--- src/rtl/jk_sched_pkg.sv ---
// ============================================================================
// jk_sched_pkg : shared command encodings and FSM state type for jk_cmd_scheduler
// Revision     : 1.0
// ============================================================================
`default_nettype none

package jk_sched_pkg;

  localparam logic [1:0] CMD_HOLD = 2'b00;
  localparam logic [1:0] CMD_RST  = 2'b01;
  localparam logic [1:0] CMD_SET  = 2'b10;
  localparam logic [1:0] CMD_TGL  = 2'b11;

  typedef enum logic [0:0] {
    FREE   = 1'b0,
    LOCKED = 1'b1
  } sched_state_t;

endpackage

`default_nettype wire

--- src/rtl/jk_cell.sv ---
// ============================================================================
// jk_cell  : single JK flip-flop, updates only when en is high
// Revision : 1.0
// ============================================================================
`default_nettype none

module jk_cell
  import jk_sched_pkg::*;
(
  input  logic clk,
  input  logic reset,
  input  logic en,
  input  logic j,
  input  logic k,
  output logic q
);

  always_ff @(posedge clk or posedge reset) begin
    if (reset) begin
      q <= 1'b0;
    end else if (en) begin
      case ({j, k})
        CMD_RST: q <= 1'b0;
        CMD_SET: q <= 1'b1;
        CMD_TGL: q <= ~q;
        default: q <= q;
      endcase
    end
  end

endmodule

`default_nettype wire

--- src/rtl/jk_cmd_scheduler.sv ---
// ============================================================================
// jk_cmd_scheduler : round-robin/burst-lock arbiter feeding a bank of JK cells
// Revision         : 1.0
// ============================================================================
`default_nettype none

module jk_cmd_scheduler
  import jk_sched_pkg::*;
#(
  parameter  int NUM_REQ   = 4,
  parameter  int NUM_CELLS = 8,
  parameter  int MAX_BURST = 4,
  localparam int ADDR_W    = $clog2(NUM_CELLS),
  localparam int ID_W      = $clog2(NUM_REQ)
) (
  input  logic                      clk,
  input  logic                      reset,
  input  logic [NUM_REQ-1:0]        req_valid,
  input  logic [NUM_REQ-1:0]        req_lock,
  input  logic [2*NUM_REQ-1:0]      req_cmd,
  input  logic [ADDR_W*NUM_REQ-1:0] req_addr,
  output logic [NUM_REQ-1:0]        req_ready,
  output logic [NUM_CELLS-1:0]      q,
  output logic                      app_valid,
  output logic [ID_W-1:0]           app_id,
  output logic                      oob_err
);

  localparam int CNT_W = $clog2(MAX_BURST + 1);

  sched_state_t     state, state_nxt;
  logic [ID_W-1:0]  rr_ptr, rr_nxt;
  logic [ID_W-1:0]  owner, owner_nxt;
  logic [CNT_W-1:0] burst_cnt, burst_nxt;

  logic [NUM_REQ-1:0] grant;
  logic               grant_any;
  logic [ID_W-1:0]    grant_id;
  logic               arb_en;
  logic [ID_W-1:0]    scan_base;
  logic [ID_W-1:0]    scan_idx;

  logic               stage_valid;
  logic [ID_W-1:0]    stage_id;
  logic [1:0]         stage_cmd;
  logic [ADDR_W-1:0]  stage_addr;
  logic [NUM_CELLS-1:0] cell_en;

  function automatic logic [ID_W-1:0] inc_id(input logic [ID_W-1:0] id);
    if (int'(id) == NUM_REQ - 1) return '0;
    return id + 1'b1;
  endfunction

  // Arbitration and next-state: a locked owner that drops valid releases in
  // the same cycle, so the FREE scan below also serves that release path.
  always_comb begin
    state_nxt = state;
    rr_nxt    = rr_ptr;
    owner_nxt = owner;
    burst_nxt = burst_cnt;
    grant     = '0;
    grant_any = 1'b0;
    grant_id  = '0;
    arb_en    = 1'b0;
    scan_base = rr_ptr;
    scan_idx  = '0;

    if (state == LOCKED) begin
      if (req_valid[owner]) begin
        grant_any = 1'b1;
        grant_id  = owner;
        if (req_lock[owner] && (int'(burst_cnt) + 1 < MAX_BURST)) begin
          burst_nxt = burst_cnt + 1'b1;
        end else begin
          state_nxt = FREE;
          rr_nxt    = inc_id(owner);
          burst_nxt = '0;
        end
      end else begin
        arb_en    = 1'b1;
        scan_base = inc_id(owner);
        state_nxt = FREE;
        rr_nxt    = inc_id(owner);
        burst_nxt = '0;
      end
    end else begin
      arb_en = 1'b1;
    end

    if (arb_en) begin
      for (int off = 0; off < NUM_REQ; off++) begin
        scan_idx = ID_W'((int'(scan_base) + off) % NUM_REQ);
        if (!grant_any && req_valid[scan_idx]) begin
          grant_any = 1'b1;
          grant_id  = scan_idx;
        end
      end
      if (grant_any) begin
        if (req_lock[grant_id]) begin
          state_nxt = LOCKED;
          owner_nxt = grant_id;
          burst_nxt = CNT_W'(1);
        end else begin
          state_nxt = FREE;
          rr_nxt    = inc_id(grant_id);
        end
      end
    end

    if (grant_any) grant[grant_id] = 1'b1;

    if (reset) begin
      grant     = '0;
      grant_any = 1'b0;
    end
  end

  assign req_ready = grant;

  always_ff @(posedge clk or posedge reset) begin
    if (reset) begin
      state     <= FREE;
      rr_ptr    <= '0;
      owner     <= '0;
      burst_cnt <= '0;
    end else begin
      state     <= state_nxt;
      rr_ptr    <= rr_nxt;
      owner     <= owner_nxt;
      burst_cnt <= burst_nxt;
    end
  end

  // Stage register: id/cmd/addr hold their last values while empty.
  always_ff @(posedge clk or posedge reset) begin
    if (reset) begin
      stage_valid <= 1'b0;
      stage_id    <= '0;
      stage_cmd   <= CMD_HOLD;
      stage_addr  <= '0;
    end else begin
      stage_valid <= grant_any;
      if (grant_any) begin
        stage_id   <= grant_id;
        stage_cmd  <= req_cmd[2*int'(grant_id) +: 2];
        stage_addr <= req_addr[ADDR_W*int'(grant_id) +: ADDR_W];
      end
    end
  end

  for (genvar c = 0; c < NUM_CELLS; c++) begin : g_cell
    localparam logic [ADDR_W-1:0] C_ADDR = ADDR_W'(c);

    assign cell_en[c] = stage_valid && (stage_addr == C_ADDR);

    jk_cell u_cell (
      .clk   (clk),
      .reset (reset),
      .en    (cell_en[c]),
      .j     (stage_cmd[1]),
      .k     (stage_cmd[0]),
      .q     (q[c])
    );
  end

  assign app_valid = stage_valid;
  assign app_id    = stage_id;
  assign oob_err   = stage_valid && !(|cell_en);

endmodule

`default_nettype wire
--- config.mk ---
export PLATFORM = sky130hd
export DESIGN_NAME = jk_cmd_scheduler
export DESIGN_NICKNAME = d
export VERILOG_FILES = /design/src/rtl/jk_sched_pkg.sv /design/src/rtl/jk_cell.sv /design/src/rtl/jk_cmd_scheduler.sv
export SDC_FILE = /design/constraint.sdc
export NUM_CORES = 1
export LEC_CHECK = 0
export ABC_AREA = 0
export BUFFER_PORTS_ARGS = -buffer_cell sky130_fd_sc_hd__clkbuf_2
export CAP_MARGIN = 20
export CELL_PAD_IN_SITES_DETAIL_PLACEMENT = 0
export CELL_PAD_IN_SITES_GLOBAL_PLACEMENT = 1
export CORE_ASPECT_RATIO = 0.5
export CORE_MARGIN = 3
export CORE_UTILIZATION = 37
export CTS_CLUSTER_DIAMETER = 150
export DETAILED_ROUTE_END_ITERATION = 6
export PLACE_DENSITY_LB_ADDON = 0.1
export SYNTH_ARGS = -nofsm -noshare
export SYNTH_HDL_FRONTEND = slang
export SYNTH_HIERARCHICAL = 1
export SYNTH_SLANG_ARGS = --single-unit
--- constraint.sdc ---
create_clock -name clk -period 2.68 [get_ports clk]
set_input_delay 0 -clock clk [delete_from_list [all_inputs] [get_ports clk]]
set_output_delay 0 -clock clk [all_outputs]
set_load 0.005 [all_outputs]
==> results of run 1 <==
timing repair:
item / 4_1_cts / 5_1_grt
setup buffers: 5 / 7
pin swaps: 3 / 13
hold buffers: 1 / 0
resized for setup: 7 / 36
setup endpoints to repair: 16 / 17
hold endpoints to repair: 24 / 0
per-layer routing:
layer,GRT usage [%],wire length (µm)
met1,21.4,2400
met5,0,0
met2,27.1,2480
met4,1.08,7
met3,3.10,139
layout make-up:
| cell class | count | area share (%) |
|---|---|---|
| Tap cell | 66 | 2.97 |
| Timing Repair Buffer | 89 | 22.0 |
| Clock inverter | 1 | 1.08 |
| Sequential cell | 24 | 21.7 |
| Multi-Input combinational cell | 148 | 48.0 |
| Inverter | 20 | 2.70 |
| Clock buffer | 3 | 1.49 |
power by group:
| group | total, mW | internal, mW | switching (mW) |
|---|---|---|---|
| combinational | 3.05 | 1.70 | 1.35 |
| sequential | 0.737 | 0.542 | 0.194 |
| clock | 0.316 | 0.200 | 0.116 |
| total | 4.10 | 2.44 | 1.66 |
layout by cell type (no fill, tap or decap), types with 4 or more instances in the layout:
master     n
inv_1     20
nor3_1     4
clkbuf_2  41
nand2_1   10
mux2i_1   18
nor2_1    13
buf_6      7
a21oi_1   13
mux2_2     4
a31oi_1   10
dfrtp_1   23
nand2b_1   8
mux2_4     4
buf_4     35
flip-flops by register name (all words and copies together), names as in the netlist:
name,cells
stage_addr,3
burst_cnt,3
state,1
app_id,2
g_cell.u_cell/q,8
owner,2
app_valid,1
rr_ptr,2
stage_cmd,2
worst max-delay path by stage:
stage | from | cells after the start | slack, ps | end
after detailed placement | owner[0] | 8 | -150 | burst_cnt[0]
after CTS | owner[0] | 10 | -70 | req_ready[2]
after global routing | owner[1] | 9 | -170 | req_ready[2]
after floorplan | owner[0] | 12 | -110 | stage_addr[1]
final | owner[1] | 9 | -90 | req_ready[2]
after global placement | owner[0] | 8 | -70 | burst_cnt[0]
through the flow:
stage          hold slack [ps]  setup WS (ps)  area (µm²)  total power, mW  setup TNS (ps)
2_1_floorplan             -271           -106        1930             2.30            -485
3_3_place_gp             -43.8          -65.3        2410             3.09            -258
3_5_place_dp             -39.6           -146        2410             3.11            -727
4_1_cts                    108          -69.1        2570             3.63            -359
5_1_grt                    142           -172        2780             4.39           -1940
6_report                   113          -88.7        2780             4.10            -492
kinds of logic (layout without fill, tap and decap cells):
group | after synthesis | count (layout) | share of synthesized area (%)
mux | 29 | 29 | 17.2
simple gates | 56 | 56 | 14.9
other cells | 1 | 1 | 0.196
buf+inv | 31 | 113 | 8.49
flops | 24 | 24 | 31.3
fa+ha+maj | 2 | 2 | 1.31
compound gates | 60 | 60 | 26.6
worst reg2reg max path: cells and delay by family, from the launching register on:
family,cells,cell delay (ps)
buffers and inverters,3,410
AND/OR/NAND/NOR,1,50
multiplexers,4,870
AO/OA/AOI/OAI,3,840
flip-flops,1,470
==> results.md, run 1 <==
- Final nets: 318
- Final HPWL DP: 3840 µm
- CP max stage delay: 470 ps
- Warnings from Yosys: 6
- Vias/cell: 5.12
- Largest delay share family, worst path: compound AO/OA/AOI/OAI gates
- Most common library cells after synthesis: dfrtp_1 (24), inv_1 (20), mux2i_1 (19)
- Max Cap Violations: 0
- Reg area: 602 µm²
- Critical path arrival: 2770 ps
- Placed cells: 337
- Wire length of the first global-routing pass: 7980 µm
- Final period utilization: 103%
- Slew Viols, Final: 0
- Num ports: 46
- CP Capture Type: primary output
- Reg2reg end: stage_cmd[0]
- CTS tree: done
- Violated checks: negative setup slack
- Total GRT Usage: 15.8%
- Initial core utilization: 41.0%
- Clk slew on worst S/H paths: 80 ps
- Vias in the first global route: 1,733
- Area delta synth->final: 44.8%
- Largest net degree at the start of global routing: 17
- Critical Path RT: 2680 ps
- Ys flop type: dfrtp_1
- Via Count: 1,796
- Hold endpoint: rr_ptr[1]
- Synth async-reset ratio: 100%
- Area of the multi-input gates: 1330 µm²
- Die X: 108 µm
- Reg2Reg Setup Slack: -70 ps
- Yosys top cell by area: dfrtp_1
- Fin crit period: 2770 ps
- # DRC: 0
- Top-count cell post-synth: dfrtp_1
- Min-delay worst type: in -> reg
- Synth Area per Inst: 9.44 µm²
- Die H: 56.9 µm
- Detailed Route Iter0 Violations: 59
- Final setup margin: -88.7 ps
- Pleak: 1.30 nW
- Antenna diodes: 0
- Final count of negative-setup-slack endpoints: 11
- Clock tree buffer depth: 2
- Wirelength, routed: 5030 µm
- Startpoint types: flop
- Cell area after synthesis: 1920 µm²
- Syn Nets: 235
- Site Rows: 17
- Worst clock skew: 5.93 ps
- VDD IR-drop max: 0.575 mV
- Crit path buf inv count: 2
- Hold Vio Cnt, Final: 0
- Crit-path slowest cell: dfrtp_2
- Worst-Skew Late Latency: 270 ps
- Worst slew margin: 44.5%
- Post-synth top area share: 31.3%
- First-pass DRT Iterations: 4
- Fmax: 0.361 GHz
- Antenna Nets Post-Route: 0
- Worst flop-to-flop path startpoint: owner[1]
- Number of synthesized register bits: 24
- Count of cell types in the netlist: 51
- CTS Sinks: 24
- CTS Buf Count: 3
- Power Density: 1480 nW/µm²
- Worst Path Max Fanout: 6
- Reg2reg path depth: 11
- Congestion Overflow GR: 0
- Synth Instances: 203
- Worst-margin pin slew: 830 ps
- H-tree depth: 1
- Die area: 6130 µm²
- Hold path cells: 3
- Register area share after synthesis: 31.3%
- HP Start: req_lock[0]
- Final Core Density: 59.3%
- Outcome: complete, but fails checks
- Finished Layout Cells: 351
- CP Class: reg -> out
- GPL Wtd Cong: 0.893
- Post-synth EDFFs: 0
- Synth top area cells: dfrtp_1 (31%), mux2i_1 (9.9%), mux2_2 (4.1%)
- Clock root buffer: clkbuf_8
- Fraction of layout cells with a size suffix above 1: 47.7%
- Core area: 4680 µm²
- IO Port Bufs: 44
- Cell Chain, Critical Path: mux2_4 -> o32ai_4 -> o211a_1 -> o31ai_4 -> a21o_4 -> buf_4 -> or3_4 -> a21oi_2 -> buf_2
- Initial antenna violation count: 0
- Routed len/inst: 14.3 µm
- # fillers: 426
- RSZ-0062 raised after global routing: yes
No activity file was read; power rests on OpenSTA's default activity.
==> inputs of run 2 (changes only) <==
Settings changed: PLACE_DENSITY from default to 0.89, PLACE_DENSITY_LB_ADDON 0.1 to default.
==> results.md, run 2 (synthesized netlist as in run 1, its figures left out) <==
- Final setup margin: -118 ps (-29.0 ps)
- Detailed Route Iter0 Violations: 95 (+61%)
- Min-delay worst type: in -> reg
- Flip-flop count of the largest register after layout: 8 (unchanged)
- CTS tree: done
- Startpoint types: flop
- Outcome: complete, but fails checks
- Worst Path Max Fanout: 8 (+2)
- Final Core Density: 57.2% (-2.1 points)
- Critical Path RT: 2830 ps (+150 ps)
- Via Count: 1,829 (+1.8%)
- Clock root buffer: clkbuf_8
- CTS Sinks: 24 (unchanged)
- Power Density: 1430 nW/µm² (-3.1%)
- Initial antenna violation count: 0 (unchanged)
- Final nets: 306 (-3.8%)
- Total GRT Usage: 16.9% (+1.1 points)
- Congestion Overflow GR: 0 (unchanged)
- Antenna Nets Post-Route: 0 (unchanged)
- Num ports: 46 (unchanged)
- Die X: 108 µm (unchanged)
- Final count of negative-setup-slack endpoints: 11 (unchanged)
- Reg2Reg Setup Slack: -120 ps (-50 ps)
- Reg2reg path depth: 9 (-2)
- Clock tree buffer depth: 2 (unchanged)
- RSZ-0062 raised after global routing: yes
- Vias in the first global route: 1,862 (+7.4%)
- Clk slew on worst S/H paths: 80 ps (about the same)
- GPL Wtd Cong: 0.897 (+0.50%)
- Worst flop-to-flop path startpoint: owner[1]
- Site Rows: 17 (unchanged)
- Wirelength, routed: 5160 µm (+2.6%)
- Area delta synth->final: 39.6%
- Worst-Skew Late Latency: 260 ps (about the same)
- Hold Vio Cnt, Final: 0 (unchanged)
- CP Class: reg -> reg
- Design Power: 3.83 mW (-6.6%)
- CP Capture Type: flop
- Max Cap Violations: 0 (unchanged)
- Worst-margin pin slew: 945 ps (+115 ps)
- Die area: 6130 µm² (unchanged)
- Hold endpoint: rr_ptr[1]
- Top reg by flops: g_cell.u_cell/q
- Top Metal Used: met4
- Metal2 WL: 2480 µm (about the same)
- IO Port Bufs: 44 (unchanged)
- H-tree depth: 1 (unchanged)
- Reg2reg end: rr_ptr[1]
- Antenna diodes: 0 (unchanged)
- Wire length of the first global-routing pass: 8440 µm (+5.7%)
- CTS Buf Count: 3 (unchanged)
- First-pass DRT Iterations: 4 (unchanged)
- Routed len/inst: 15.2 µm (+6.3%)
- Core area: 4680 µm² (unchanged)
- VDD IR-drop max: 0.590 mV (+2.6%)
- Final HPWL DP: 3840 µm (-0.21%)
- Die H: 56.9 µm (unchanged)
- HP Start: req_lock[0]
- Critical path arrival: 2950 ps (+180 ps)
- Final period utilization: 104% (+1.1 points)
- Worst clock skew: 5.89 ps (-0.0409 ps)
- Initial core utilization: 41.0% (unchanged)
- Largest registers: g_cell.u_cell/q x8, burst_cnt x3, stage_addr x3
- Fmax: 0.357 GHz (-1.0%)
- Violated checks: negative setup slack
- Pleak: 1.25 nW (-3.9%)
- # DRC: 0 (unchanged)
- DR WL met3: 167 µm (+20%)
- Most frequent cells in the layout: clkbuf_2 (42), buf_4 (26), dfrtp_1 (23)
- Hold path cells: 3 (unchanged)
- Met1 WL: 2490 µm (+3.7%)
- Worst slew margin: 36.8% (-7.7 points)
- Fraction of layout cells with a size suffix above 1: 46.5% (-1.2 points)
- Most common cell after layout, fill and taps aside: clkbuf_2
- Vias/cell: 5.40 (+5.4%)
- Fin crit period: 2800 ps (+29.0 ps)
- Largest net degree at the start of global routing: 17 (unchanged)
- Slew Viols, Final: 0 (unchanged)
==> run 2: changes by cell type in the layout (fill, tap and decap cells not counted), moves of 2 or more <==
cell | previous run | this run
a2111oi_4 | 2 | 0
buf_4 | 35 | 26
o22ai_2 | 3 | 1
a211oi_2 | 2 | 0
mux2_2 | 4 | 2
a2111oi_2 | 0 | 2
mux2_4 | 4 | 6
nor2_4 | 2 | 0
mux2i_1 | 18 | 15
buf_6 | 7 | 4
mux2i_2 | 1 | 3
nand2_1 | 10 | 8
nand2_2 | 1 | 3
==> run 2: timing repair <==
item / in CTS / in global routing
buffers inserted: 7 / 0
pin swaps: 3 / 10
hold buffers: 1 / 0
cloned: 0 / 1
endpoints found under the hold margin: 24 / 0
resized for setup: 19 / 23
setup endpoints to repair: 16 / 17
==> run 2: how the worst max path moves through the flow <==
stage                    end  slack (ps)  startpoint  cells past startpoint
2_1_floorplan  stage_addr[1]        -110    owner[0]                     12
3_3_place_gp       rr_ptr[1]         -60    owner[0]                     11
3_5_place_dp       rr_ptr[1]         -80    owner[1]                     10
4_1_cts         stage_cmd[0]         -90    owner[1]                     11
5_1_grt         req_ready[2]        -200    owner[0]                     11
6_report           rr_ptr[1]        -120    owner[1]                      9
==> run 2: per-layer routing <==
layer	vias to the layer above	global-route usage (%)
met3	2	2.30
met1	890	21.8
met2	46	30.1
li1	891	-
met4	0	3.42
met5	-	0
==> run 2: report_power, final <==
part           internal, mW  total, mW  switching [mW]
Sequential            0.542      0.749           0.207
Clock                 0.199      0.307           0.107
Combinational          1.46       2.78            1.32
Total                  2.20       3.83            1.63
==> run 2: critical path, cell delays in order (launching register included) <==
cell and delay (ps):
dfrtp_2 450, mux2_4 350, o32ai_4 370, o211a_1 230, o31ai_4 110, a21o_4 260
clkbuf_16 170, buf_4 140, or4_4 490, o211a_1 120
==> run 2: area by class of cell <==
cell class / instances / area [µm²]
clock buffer: 3 / 41.3
clock inverter: 1 / 30.0
fill: 407 / 2000
inverter: 20 / 75.1
multi-input combinational: 148 / 1330
sequential: 24 / 602
tap: 66 / 82.6
timing repair buffer: 77 / 515
==> run 2: through the flow <==
step | setup slack [ps] | hold slack (ps) | cell area (µm²) | instances | TNS [ps]
global route | -196 | 151 | 2680 | 339 | -1950
global placement | -60.3 | -46.7 | 2350 | 328 | -107
CTS | -92.2 | 130 | 2560 | 339 | -749
detailed placement | -81.9 | -40.3 | 2350 | 328 | -440
finish | -118 | 145 | 2680 | 339 | -660
floorplan | -106 | -271 | 1930 | 203 | -485
